===== src/rtl/adder_seq_n.sv =====
// adder_seq_n: multi-cycle N-bit adder/subtractor that processes W bits per
// clock through a registered carry, with valid/ready handshakes on both sides.
// Optional signed-overflow output Ovf is enabled by defining ADDER_SEQ_OVF_EN.
// N must be an integer multiple of W, and 1 <= W <= N.
module adder_seq_n #(
    parameter int N = 8,
    parameter int W = 2
) (
    input  logic         clk,
    input  logic         n_reset,
    input  logic         in_valid,
    output logic         in_ready,
    input  logic [N-1:0] A,
    input  logic [N-1:0] B,
    input  logic         Cin,
    input  logic         sub,
    output logic         out_valid,
    input  logic         out_ready,
    output logic [N-1:0] Sum,
    output logic         Cout
`ifdef ADDER_SEQ_OVF_EN
    ,
    output logic         Ovf
`endif
);

    localparam int K     = N / W;
    localparam int IDX_W = (K > 1) ? $clog2(K) : 1;
    localparam logic [IDX_W-1:0] LAST_IDX = IDX_W'(K - 1);

    typedef enum logic [1:0] {
        ST_IDLE = 2'd0,
        ST_RUN  = 2'd1,
        ST_DONE = 2'd2
    } state_t;

    state_t         state_q, state_d;
    logic [N-1:0]   a_q, a_d;
    logic [N-1:0]   b_q, b_d;       // B already inverted for subtract
    logic           carry_q, carry_d;
    logic [IDX_W-1:0] idx_q, idx_d;
    logic [N-1:0]   sum_q, sum_d;
    logic           cout_q, cout_d;
    logic           in_ready_q, in_ready_d;
    logic           out_valid_q, out_valid_d;
`ifdef ADDER_SEQ_OVF_EN
    logic           ovf_q, ovf_d;
`endif

    // Operand registers viewed as arrays of W-bit chunks, selected by idx_q
    logic [W-1:0] a_chunk [K];
    logic [W-1:0] b_chunk [K];

    generate
        for (genvar gi = 0; gi < K; gi++) begin : g_chunk
            assign a_chunk[gi] = a_q[gi*W +: W];
            assign b_chunk[gi] = b_q[gi*W +: W];
        end
    endgenerate

    // One W-bit slice of the ripple, carry-out in the top bit
    logic [W:0] chunk_res;
    assign chunk_res = {1'b0, a_chunk[idx_q]} + {1'b0, b_chunk[idx_q]}
                     + {{W{1'b0}}, carry_q};

    // Next-state and datapath: capture in IDLE, one chunk per clock in RUN,
    // hold the result in DONE until the consumer takes it
    always_comb begin
        state_d     = state_q;
        a_d         = a_q;
        b_d         = b_q;
        carry_d     = carry_q;
        idx_d       = idx_q;
        sum_d       = sum_q;
        cout_d      = cout_q;
        in_ready_d  = in_ready_q;
        out_valid_d = out_valid_q;
`ifdef ADDER_SEQ_OVF_EN
        ovf_d       = ovf_q;
`endif
        case (state_q)
            ST_IDLE: begin
                if (in_valid) begin
                    a_d        = A;
                    b_d        = sub ? ~B : B;
                    carry_d    = sub ? ~Cin : Cin;
                    idx_d      = '0;
                    sum_d      = '0;
                    cout_d     = 1'b0;
`ifdef ADDER_SEQ_OVF_EN
                    ovf_d      = 1'b0;
`endif
                    in_ready_d = 1'b0;
                    state_d    = ST_RUN;
                end
            end
            ST_RUN: begin
                sum_d[idx_q*W +: W] = chunk_res[W-1:0];
                carry_d             = chunk_res[W];
                if (idx_q == LAST_IDX) begin
                    cout_d      = chunk_res[W];
`ifdef ADDER_SEQ_OVF_EN
                    // chunk_res[W-1] is result bit N-1 on the last chunk
                    ovf_d       = (a_q[N-1] == b_q[N-1]) && (chunk_res[W-1] != a_q[N-1]);
`endif
                    idx_d       = '0;
                    out_valid_d = 1'b1;
                    state_d     = ST_DONE;
                end else begin
                    idx_d = idx_q + 1'b1;
                end
            end
            ST_DONE: begin
                if (out_ready) begin
                    out_valid_d = 1'b0;
                    in_ready_d  = 1'b1;
                    carry_d     = 1'b0;
                    state_d     = ST_IDLE;
                end
            end
            default: begin
                out_valid_d = 1'b0;
                in_ready_d  = 1'b1;
                state_d     = ST_IDLE;
            end
        endcase
    end

    // State and output registers; reset aborts any operation in flight
    always_ff @(posedge clk or negedge n_reset) begin
        if (!n_reset) begin
            state_q     <= ST_IDLE;
            a_q         <= '0;
            b_q         <= '0;
            carry_q     <= 1'b0;
            idx_q       <= '0;
            sum_q       <= '0;
            cout_q      <= 1'b0;
            in_ready_q  <= 1'b1;
            out_valid_q <= 1'b0;
`ifdef ADDER_SEQ_OVF_EN
            ovf_q       <= 1'b0;
`endif
        end else begin
            state_q     <= state_d;
            a_q         <= a_d;
            b_q         <= b_d;
            carry_q     <= carry_d;
            idx_q       <= idx_d;
            sum_q       <= sum_d;
            cout_q      <= cout_d;
            in_ready_q  <= in_ready_d;
            out_valid_q <= out_valid_d;
`ifdef ADDER_SEQ_OVF_EN
            ovf_q       <= ovf_d;
`endif
        end
    end

    assign in_ready  = in_ready_q;
    assign out_valid = out_valid_q;
    assign Sum       = sum_q;
    assign Cout      = cout_q;
`ifdef ADDER_SEQ_OVF_EN
    assign Ovf       = ovf_q;
`endif

endmodule


===== config.mk =====
export PLATFORM = sky130hd
export DESIGN_NAME = adder_seq_n
export DESIGN_NICKNAME = d
export VERILOG_FILES = /design/src/rtl/adder_seq_n.sv
export SDC_FILE = /design/constraint.sdc
export NUM_CORES = 1
export LEC_CHECK = 0
export CORE_UTILIZATION = 40
export CTS_CLUSTER_DIAMETER = 200
export DETAILED_ROUTE_END_ITERATION = 8
export GPL_ROUTABILITY_DRIVEN = 1
export PLACE_DENSITY = 0.62
export RECOVER_POWER = 25
export SETUP_SLACK_MARGIN = 0.05
export SLEW_MARGIN = 20
export SYNTH_ARGS = -nofsm -noshare
export SYNTH_HDL_FRONTEND = slang
export SYNTH_SLANG_ARGS = --single-unit

===== constraint.sdc =====
create_clock -name clk -period 3.2 [get_ports clk]
set_clock_uncertainty 0.15 [all_clocks]
set_input_delay 0.64 -clock clk [delete_from_list [all_inputs] [get_ports clk]]
set_output_delay 0.64 -clock clk [all_outputs]
set_load 0.02 [all_outputs]

==> impl_metrics.csv, run 1 <==
group,metric,value,unit
run_status,run_status,"complete, but fails checks",
run_status,violations,"capacitance limit, slew limit",
routing,dr_total_vias,1239,
clock_network,clock-sinks,32,
sta,tightest_slew,1.67,ns
clock_network,clk_latency,0.29,ns
logic_synthesis,synthArstFlopShare,100,%
critical_path,timing.critical_path.mode_cell,"fa_1",
logic_synthesis,syn_inst,150,
min_path,hold_end,"b_q[2]$_DFFE_PN0P_",
clock_network,htree_num_levels,2,
final_layout,fin_util,53.1,%
die,start_util,42.0,%
die,num_io_pins,33,
clock_network,post_cts_buffers,0,
critical_path,r2r_slack,0.59,ns
critical_path,arrival,2.68,ns
sta,min_period,2.61,ns
critical_path,crit_fanout,3,
logic_synthesis,synth_top_area_cell,"dfrtp_1",
pwr,ir_drop,0.000333,V
critical_path,cp-start-kind,"flip-flop",
die,die_area,4530,um2
global_routing,grt_pass1_vias,1263,
min_path,hp-start,"b_q[2]$_DFFE_PN0P_",
critical_path,cp_num_buf_inv,1,
logic_synthesis,synth_top_area_share,45.5,%
placement,place.gp.congestion,0.834,
min_path,hold_path_class,"reg -> reg",
job,maxCapViolCount,1,
sta,fin_crit_sh,81.5,%
critical_path,crit_path_end_kind,"flip-flop",
sta,max_slew_margin,-11.0,%
global_routing,antenna_found_initial,0,
logic_synthesis,synth_edf_count,0,
min_path,hold-path-cell-count,2,
routing,wl_per_cell,13.9,um
sta,slew_violations,33,
routing,drt-total-wl,3280,um
global_routing,grt_usage,17.0,%
clock_network,ctsLongestPathBuffers,2,
routing,ant_nets,0,
placement,io_buffers,32,
critical_path,r2r_cells,6,
die,placeableCoreArea,4060,um2
critical_path,r2r-start,"idx_q[0]$_DFFE_PN0P_",
sta,fin_setup_tns,0,ns
logic_synthesis,ys.flop_type,"dfrtp_1",
final_layout,nets,217,
global_routing,grt_max_degree,33,
final_layout,final-instance-count-excl-fill,236,
final_layout,antenna-diode-count,0,
logic_synthesis,syn_area_per_cell,11.4,um2
die,die_w,67.3,um
logic_synthesis,syn_area,1710,um2
routing,drc,0,
pwr,power_density,932,nW/um2
sta,setup_viol,0,
routing,post_drt_via_cell_ratio,5.25,
logic_synthesis,synth.distinct_cells,36,
clock_network,cts_buffers,5,
clock_network,path_clk_slew,0.07,ns
logic_synthesis,yosys-top-cells-area,"dfrtp_1 (45%), mux2_2 (5.9%), ha_1 (5.9%)",
critical_path,slowest_stage,"mux4_2",
die,die_h,67.3,um
pwr,p_leak,0.905,nW
critical_path,critical_path.top_delay_family,"adder cells",
clock_network,post_cts_resized,0,
sta,max_freq,383,MHz
sta,rsz0062_at_grt,"no",
final_layout,areaGrowthSynthToFinish,26.3,%
logic_synthesis,yosysSeqAreaShare,47.0,%
routing,first_pass_iters,4,
critical_path,cp_slowest_stage_delay,0.54,ns
clock_network,cts_hold_buf,0,
sta,holdWs,0.333,ns
logic_synthesis,synth_seq_cells,32,
critical_path,worstPathRequired,3.27,ns
routing,drt-initial-drc-count,57,
clock_network,cts_root_buffer,"clkbuf_8",
sta,final_hold_viol_count,0,
die,rows,23,
placement,dp_hpwl,2410,um
critical_path,path_cells,"mux4_2, fa_1, inv_1, fa_1, nor4_1, a32o_1",
critical_path,r2r_end,"Sum[5]$_DFFE_PN0P_",
global_routing,overflow,0,
critical_path,worstSetupPathType,"reg -> reg",
clock_network,cts_tree,"built",
final_layout,drive_gt1_share,14.0,%
global_routing,grt_first_pass_wirelength,5640,um
placement,dp_cells,228,
logic_synthesis,synth_nets,182,
logic_synthesis,ys_warn_count,0,
registers in the layout, summed over array words and instances (netlist names):
register / flops
Cout: 1
Sum: 8
a_q: 8
b_q: 8
carry_q: 1
idx_q: 2
in_ready: 1
out_valid: 1
state_q: 2
kinds of logic after synthesis:
kind of cell | share of synthesized area, %
buf+inv | 4.62
fa+ha+maj | 8.22
xor+xnor | 4.62
flops | 47.0
compound gates | 11.9
mux | 12.7
simple gates | 10.9
cells in the mapped netlist, types with 2 or more instances:
cell       count
dfrtp_1       31
mux2_2         9
nand2b_1       2
xnor2_1        9
nor3_1         2
mux4_2         4
o2bb2ai_1      2
inv_1         11
nor2b_1        5
o31ai_1        4
nand4_1        2
o21ai_0       16
a31oi_1        5
nand2_1       13
buf_2          3
fa_1           2
nand3_1        4
ha_1           8
worst max-delay path by stage:
stage,cells past startpoint,start,to
floorplan,7,idx_q[0]$_DFFE_PN0P_,Sum[5]$_DFFE_PN0P_
global placement,6,idx_q[0]$_DFFE_PN0P_,Sum[5]$_DFFE_PN0P_
detailed placement,6,idx_q[0]$_DFFE_PN0P_,Sum[5]$_DFFE_PN0P_
CTS,6,idx_q[0]$_DFFE_PN0P_,Sum[5]$_DFFE_PN0P_
global route,2,n_reset,a_q[0]$_DFFE_PN0P_
finish,6,idx_q[0]$_DFFE_PN0P_,Sum[5]$_DFFE_PN0P_
tightest hold or removal path, stage by stage (launching register included):
cell and delay [ns]:
dfrtp_1 0.34, nand2_1 0.05, o21ai_0 0.06
where the power goes:
part	switching, mW	total [mW]	internal [mW]
Clock	0.162	0.316	0.154
Combinational	0.543	1.01	0.471
Sequential	0.106	0.679	0.573
Total	0.811	2.01	1.20
final cells by class:
class | count | area, um2
Timing Repair Buffer | 34 | 332
Clock inverter | 3 | 23.8
Clock buffer | 5 | 68.8
Fill cell | 379 | 1900
Tap cell | 50 | 62.6
Sequential cell | 32 | 802
Inverter | 11 | 41.3
Multi-Input combinational cell | 101 | 825
cells in the final DEF, fill, tap and decap left out, drive strengths merged, types with 2 or more instances in the layout:
master	Yosys	routed
a31oi	5	5
clkbuf	1	6
clkdlybuf4s50	0	31
clkinvlp	0	2
dfrtp	31	31
fa	2	2
ha	8	8
inv	11	11
mux2	10	10
mux4	4	4
nand2	14	14
nand2b	2	2
nand3	4	4
nand4	2	2
nor2b	5	5
nor3	2	2
o21ai	16	16
o2bb2ai	2	2
o31ai	4	4
xnor2	9	9
per-layer routing:
metal  part of all wire [%]  GRT usage (%)  up-vias
li1                       -              -      596
met1                     43           20.5      600
met2                     51           29.0       38
met3                    4.2           4.56        5
met4                    1.4           6.12        0
met5                      0              0        -
through the flow:
step / worst slack [ns] / total power, mW / area, um2
after global routing: 0.394 / 2.19 / 2150
after floorplan: 0.531 / 1.43 / 1710
final: 0.591 / 2.01 / 2150
after CTS: 0.596 / 2.03 / 2160
after detailed placement: 0.608 / 1.71 / 2070
after global placement: 0.628 / 1.67 / 2070
(Power assumes the default switching activity.)
==> inputs of run 2 (changes only) <==
clock period = 2.7 ns   (was 3.2 ns; I/O delays follow)
==> impl_metrics.csv, run 2 (synthesis results as in run 1) <==
group,metric,value,unit
pwr,ir_drop,0.000413,V
clock_network,clk_latency,0.29,ns
global_routing,grt_first_pass_wirelength,5900,um
final_layout,fin_util,54.1,%
sta,min_period,2.51,ns
sta,final.setup.worst_slack,0.190,ns
final_layout,final_common_cell,"clkdlybuf4s50_1",
sta,fin_crit_sh,93.0,%
pwr,pwr-share-seq,32.0,%
routing,first_pass_iters,4,
global_routing,grt.met1_usage,20.4,%
sta,tightest_slew,1.66,ns
critical_path,crit_fanout,3,
routing,dr_total_vias,1234,
critical_path,crit_path_end_kind,"flip-flop",
clock_network,path_clk_slew,0.07,ns
sta,max_slew_margin,-10.3,%
critical_path,worstPathRequired,2.78,ns
clock_network,post_cts_resized,0,
clock_network,ctsLongestPathBuffers,2,
clock_network,cts_tree,"built",
final_layout,nets,219,
final_layout,final_cell_area,2190,um2
die,die_w,67.3,um
global_routing,antenna_found_initial,0,
die,die_area,4530,um2
routing,drt-initial-drc-count,37,
job,maxCapViolCount,1,
global_routing,grt_usage,17.9,%
sta,max_freq,398,MHz
pwr,pwr-share-clk,18.7,%
global_routing,grt_use_met2,30.8,%
run_status,violations,"capacitance limit, slew limit",
clock_network,clock-sinks,32,
critical_path,arrival,2.59,ns
final_layout,final-instance-count-excl-fill,238,
final_layout,antenna-diode-count,0,
global_routing,grtUsageMet3,5.41,%
critical_path,worstSetupPathType,"reg -> reg",
die,start_util,42.0,%
placement,place.gp.congestion,0.861,
pwr,p_int,1.52,mW
pwr,power_density,1130,nW/um2
placement,io_buffers,32,
die,die_h,67.3,um
pwr,netSwitchingFraction,39.0,%
run_status,run_status,"complete, but fails checks",
sta,fin_setup_tns,0,ns
sta,rsz0062_at_grt,"no",
pwr,comb_power_share,49.3,%
global_routing,grt_busiest_layer,"met2",
routing,post_drt_via_cell_ratio,5.18,
clock_network,cts_hold_buf,0,
pwr,p_total,2.49,mW
sta,final_hold_viol_count,0,
final_layout,drive_gt1_share,15.4,%
sta,slew_violations,33,
clock_network,cts_root_buffer,"clkbuf_8",
global_routing,grt_max_degree,33,
routing,drc,0,
placement,place_worst_setup_slack,0.0905,ns
placement,dpl_cell_area,2080,um2
routing,wl_per_cell,13.9,um
routing,drt-total-wl,3320,um
pwr,switchingPower,0.971,mW
pwr,p_leak,0.929,nW
final_layout,final_cell_mix,"clkdlybuf4s50_1 (32), dfrtp_1 (31), o21ai_0 (16), nand2_1 (13), inv_1 (11)",
die,rows,23,
placement,dp_hpwl,2520,um
min_path,hold_path_class,"reg -> reg",
global_routing,overflow,0,
final_layout,areaGrowthSynthToFinish,28.7,%
clock_network,post_cts_buffers,0,
clock_network,htree_num_levels,2,
clock_network,cts_buffers,5,
sta,setup_viol,0,
global_routing,grt_pass1_vias,1337,
sta,holdWs,0.328,ns
die,num_io_pins,33,
routing,ant_nets,0,
placement,dp_cells,230,
critical_path,cp-start-kind,"flip-flop",
die,placeableCoreArea,4060,um2
==> run 2: cell count changes in the layout (fill, tap and decap cells not counted), sizes merged <==
| cell | before | now |
|---|---|---|
| buf | 1 | 3 |
| bufinv | 0 | 1 |
| clkdlybuf4s50 | 31 | 32 |
| clkinvlp | 2 | 1 |
| dlygate4sd3 | 1 | 0 |
==> run 2: layout make-up <==
cell class              count  area (um2)
multi-input cells         101         831
repair buffers             36         347
clock inverters             3        42.5
flip-flops and latches     32         802
clock buffers               5        68.8
well taps                  50        62.6
inverters                  11        41.3
fillers                   342        1860
==> run 2: worst paths after layout <==
| path | end | depth (start not counted) | start | slack (ns) |
|---|---|---|---|---|
| worst min register to register | b_q[3]$_DFFE_PN0P_ | 2 | b_q[3]$_DFFE_PN0P_ | 0.33 |
| max in group asynchronous | idx_q[1]$_DFFE_PN0P_ | 2 | n_reset | 0.45 |
| worst min-delay path | b_q[3]$_DFFE_PN0P_ | 2 | b_q[3]$_DFFE_PN0P_ | 0.33 |
| worst max register to register | Sum[5]$_DFFE_PN0P_ | 6 | idx_q[0]$_DFFE_PN0P_ | 0.19 |
| worst max-delay path | Sum[5]$_DFFE_PN0P_ | 6 | idx_q[0]$_DFFE_PN0P_ | 0.19 |
| min in group asynchronous | state_q[1]$_DFFE_PN0P_ | 2 | n_reset | 0.98 |
==> run 2: worst max-delay path, stage by stage (launching register included) <==
cell     delay, ns
dfrtp_1       0.41
mux4_2        0.54
fa_1          0.39
inv_1         0.08
fa_1          0.46
nor4_2        0.22
a32o_1        0.20
==> run 2: routing by layer <==
layer | part of all wire, % | routed length (um) | up-vias
met2 | 49 | 1620 | 34
met4 | 2.4 | 80 | 0
met5 | 0 | 0 | -
li1 | - | - | 607
met3 | 4.5 | 150 | 10
met1 | 44 | 1460 | 583
==> run 2: power groups by stage <==
stage	Sequential, mW	Combinational (mW)	Clock (mW)
2_1_floorplan	0.826	0.867	0
3_3_place_gp	0.792	1.19	0
3_5_place_dp	0.806	1.22	0
4_1_cts	0.798	1.22	0.474
5_1_grt	0.826	1.40	0.492
6_report	0.797	1.23	0.465
==> inputs of run 3 (changes only) <==
SLEW_MARGIN = 10   (was 20)
==> results of run 3 <==
Final layout, timing and power as in run 2 (identical DEF).
==> edit 1: new RTL, config.mk and constraints of run 2 <==
The 3 states of `state_t` get a one-hot encoding in 3 bits.
--- a/src/rtl/adder_seq_n.sv
+++ b/src/rtl/adder_seq_n.sv
@@ -29,8 +29,8 @@
     localparam logic [IDX_W-1:0] LAST_IDX = IDX_W'(K - 1);
 
-    typedef enum logic [1:0] {
-        ST_IDLE = 2'd0,
-        ST_RUN  = 2'd1,
-        ST_DONE = 2'd2
+    typedef enum logic [2:0] {
+        ST_IDLE = 3'b001,
+        ST_RUN  = 3'b010,
+        ST_DONE = 3'b100
     } state_t;
 
Behaviour: no difference found for any inputs over 10 cycles, from zero or initial values and one cycle with n_reset low; not proved beyond that.
==> edit 1 against run 2 <==
- synthesized cell count up 16%
- synthesized area rose by 2.7%
- worst setup slack improved by 33 ps
- cell area grew 2.7%
- sequential cell count is 1 higher
- total power shrank 12%
- sequential power grew 3.1%
- hold slack worse by 0.95 ps
- first-iteration DRC count rose by 110%
- core utilization up 0.67 points
- global-route usage grew 0.61 points
- wire length grew 8.2%
- critical path type unchanged
==> edit 1: results (changes against run 2) <==
Gate power share=0.369 (was 0.493); Seq/Total Area, Yosys=0.473 (was 0.470); Period Utilization, post-route=0.918 (was 0.930); Num Clock Sinks=33 (was 32); mux cell area share after synthesis=0.0514 (was 0.127); Post-Syn Nets=202 (was 182); H-tree depth=2 (unchanged); multi-input combinational gate total=115 (was 101); synth cell count leaders=nand2_1 (33), dfrtp_1 (31), inv_1 (15), o21ai_1 (10), xnor2_1 (10) (was dfrtp_1 (31), o21ai_0 (16), nand2_1 (13), inv_1 (11)); outcome=finished clean (was complete, but fails checks); Reg area=828 sq um (was 802 sq um); NetSw=761 uW (was 971 uW); post-DR vias/cell=5.12 (was 5.18); XOR/XNOR Fraction of Synth Area=0.0500 (was 0.0462); largest net degree at the start of global routing=29 (was 33); P&R area growth vs syn=28.6% (was 28.7%); Synth Area in Compound Gates=0.129 (was 0.119); FILL cells=353 (was 342); final WL=3590 um (was 3320 um); First DRT Iteration DRCs=76 (was 37); vias in the first global route=1321 (was 1337); non-clock buffer count=37 (was 36); Inverters=16 (was 11); Overall Global Routing Usage=0.185 (was 0.179); Final #Nets=236 (was 219); cells after synthesis=174 (was 150); Slew @ Worst Pin=1070 ps (was 1660 ps); multi-input combinational area share=0.361 (was 0.379); Yosys Warn Count=0 (unchanged); first-pass GRT wire length=6180 um (was 5900 um); Clock buf/inv share=0.0594 (was 0.0507); synth unique cells=35 (was 36); Comb power=805 uW (was 1230 uW); pre-CTS setup slack=169 ps (was 90.5 ps); HPWL after DPL=2660 um (was 2520 um); Synth Area in Adders=0.0514 (was 0.0822); DR WL/cell=13.9 um (about the same); proportion of layout cells with a drive suffix above 1=0.100 (was 0.154); crit path max fanout=4 (was 3); Lkg Pwr=0.000948 uW (was 0.000929 uW); Post-Place Cell Area=2140 sq um (was 2080 sq um); largest cells by area after synthesis=dfrtp_1 (44%), nand2_1 (7.1%), mux4_2 (5.1%) (was dfrtp_1 (45%), mux2_2 (5.9%), ha_1 (5.9%)); total clock network power=553 uW (was 465 uW); GPL Wtd Cong=0.790 (was 0.861); non-clk buf share=0.157 (was 0.158); hold_ws=327 ps (was 328 ps); Placed Instances=251 (was 230); worst vdd rail ir drop=335 uV (was 413 uV); Worst Path Arrival=2510 ps (was 2590 ps); worst reg2reg setup slack=220 ps (was 190 ps); Skew-Pair Late Insertion Delay=290 ps (about the same)
==> edit 1: cell count changes after synthesis, sizes merged, moves of 5 or more <==
cell   change
o22ai      +9
inv        +5
mux2      -10
nand2     +19
o21ai      -6
==> edit 1: worst paths after layout <==
path | to | startpoint | depth (start not counted)
max in group asynchronous | b_q[1] | n_reset | 2
worst min-delay path | a_q[6] | a_q[6] | 2
worst max register to register | Sum[1] | idx_q[0] | 5
min in group asynchronous | Sum[6] | n_reset | 1
worst max-delay path | Sum[1] | idx_q[0] | 5
worst min register to register | a_q[6] | a_q[6] | 2
==> edit 1: metal layers <==
metal  part of all wire  global-route usage  routed length [um]  up-vias
met5                  0                   0                   0        -
met4              0.016              0.0729                  58        0
met3              0.042              0.0500                 149        6
met2               0.49               0.299                1740       28
met1               0.46               0.234                1640      630
li1                   -                   -                   -      663
==> edit 2: new RTL, flow settings as in run 2 <==
Made on the original files. Change the parameter `N` from 8 to 16.
--- a/src/rtl/adder_seq_n.sv
+++ b/src/rtl/adder_seq_n.sv
@@ -4,5 +4,5 @@
 // N must be an integer multiple of W, and 1 <= W <= N.
 module adder_seq_n #(
-    parameter int N = 8,
+    parameter int N = 16,
     parameter int W = 2
 ) (
Interface: changed (resized A, B and Sum); port bits go from 33 to 57. No check against the original RTL was run, so the function may have changed too.
==> edit 2 against run 2 <==
- cell area rose by 82%
- worst setup slack got worse by 280 ps
- wire length rose by 88%
- sequential cell count rose by 25
- die area rose by 73%
- first-iteration DRC count rose to 4.1 times the old value
- clock power rose by 56%
- cell count rose by 87%
- synthesized area rose by 76%
- total power rose by 83%
- synthesized cell count rose by 81%
- critical path type unchanged
- the run ends with setup timing left
- highest routed layer unchanged
==> edit 2: results (changes against run 2) <==
pre-CTS setup slack=-237 ps (was 90.5 ps); HPWL after DPL=4610 um (was 2520 um); Overall Global Routing Usage=0.186 (was 0.179); outcome=complete, but fails checks (unchanged); proportion of layout cells with a drive suffix above 1=0.203 (was 0.154); worst hold stages=1 (was 2); FILL cells=669 (was 342); cells after synthesis=271 (was 150); port buffer count=56 (was 32); Critical R2R Capture=Sum[5] (unchanged); Hold Crit Start=Sum[14] (was b_q[3]); Post-Syn Nets=322 (was 182); first-pass GRT wire length=10800 um (was 5900 um); Pint=2820 uW (was 1520 uW); GPL Wtd Cong=0.845 (was 0.861); Final #Nets=392 (was 219); vias in the first global route=2244 (was 1337); crit path max fanout=6 (was 3); worst vdd rail ir drop=487 uV (was 413 uV); largest cells by area after synthesis=dfrtp_1 (47%), mux2_2 (6.4%), mux4_1 (5.3%) (was dfrtp_1 (45%), mux2_2 (5.9%), ha_1 (5.9%)); Lkg Pwr=0.00171 uW (was 0.000929 uW); Placed Instances=426 (was 230); Longest Clk Path Bufs=2 (unchanged); failing checks=setup timing (was capacitance limit, slew limit); final WL=6250 um (was 3320 um); WHS Endpoint=Sum[14] (was b_q[3]); wl on met1=2970 um (was 1460 um); slowest CP cell=mux4_2 (unchanged); Final Non-Filler Cells=444 (was 238); post-DR vias/cell=5.09 (was 5.18); Reg2Reg Depth=8 (was 6); final setup vio count=6 (was 0); WL met2=2930 um (was 1620 um); synth cell count leaders=dfrtp_1 (56), nand2_1 (37), o21ai_0 (21), mux2_2 (17), xnor2_1 (17) (was dfrtp_1 (31), o21ai_0 (16), nand2_1 (13), inv_1 (11)); Skew-Pair Late Insertion Delay=340 ps (was 290 ps); Seq/Total Area, Yosys=0.477 (was 0.470); largest net degree at the start of global routing=51 (was 33); Final Worst Setup Slack=-90.2 ps (was 190 ps); top cell type's share of synthesized area=0.468 (was 0.455); First DRT Iteration DRCs=152 (was 37); H-tree depth=3 (was 2); wire length on met3=213 um (was 150 um); Worst Path Arrival=2900 ps (was 2590 ps); CTS Buf Count=9 (was 5); synth unique cells=41 (was 36); Slew @ Worst Pin=1330 ps (was 1660 ps)
-- edit 2: cell types whose count changed in the layout (fill, tap and decap cells not counted), moves of 4 or more --
cell                    run 2  this run
dfrtp_1                    31        55
clkdlybuf4s50_1            32        55
nand2_1                    13        33
buf_4                       3        15
mux2_2                      9        17
xnor2_1                     9        17
a21o_1                      1         8
clkbuf_8                    5        12
a21oi_1                     0         6
nand3_1                     4         9
nor2_1                      1         5
o21ai_0                    16        20
-- edit 2: what timing repair did --
action	in CTS	in global routing
setup endpoints to repair	9	10
resized for setup	7	7
setup buffers	3	0
pin swaps	2	3
-- edit 2: power by group through the flow --
stage          Clock (uW)  Sequential (uW)  Combinational [uW]
2_1_floorplan           0             1350                1420
3_3_place_gp            0             1400                2120
3_5_place_dp            0             1410                2120
4_1_cts               741             1400                2320
5_1_grt               778             1440                2680
6_report              725             1390                2440
-- edit 2: kinds of logic (layout without fill, tap and decap cells) --
family | after synthesis | after routing | share of synthesized area
AO/OA/AOI/OAI | 54 | 54 | 0.116
XOR/XNOR | 17 | 17 | 0.0497
adder cells (fa/ha/maj) | 13 | 13 | 0.0593
buffers and inverters | 27 | 101 | 0.0376
flip-flops | 57 | 57 | 0.477
multiplexers | 25 | 25 | 0.132
AND/OR/NAND/NOR | 78 | 78 | 0.129
-- edit 2: stage by stage --
stage	area, sq um	TNS (ps)	hold WS [ps]
after global routing	3980	-1110	346
after detailed placement	3740	-1100	315
after CTS	3970	-253	59.8
after floorplan	2990	-146	94.4
final	3980	-218	323
after global placement	3740	-641	309
-- edit 2: per-layer routing --
layer | GRT usage | up-vias
met3 | 0.0382 | 12
met4 | 0.0880 | 0
met2 | 0.277 | 50
met5 | 0 | -
met1 | 0.261 | 1093
li1 | - | 1103
-- edit 2: worst max-delay path by stage --
stage | end | slack, ps | cells past startpoint
2_1_floorplan | Sum[5] | -150 | 9
3_3_place_gp | Sum[5] | -170 | 8
3_5_place_dp | Sum[5] | -240 | 8
4_1_cts | Sum[5] | -90 | 8
5_1_grt | Sum[5] | -240 | 8
6_report | Sum[5] | -90 | 8
-- edit 2: final cells by class --
class	instances	area (sq um)	area share
clock buffer	13	169	0.0424
clock inverter	2	12.5	0.00314
inverter	11	41.3	0.0104
multi-input combinational	187	1490	0.375
sequential	57	1430	0.359
tap	99	124	0.0311
timing repair buffer	75	714	0.179
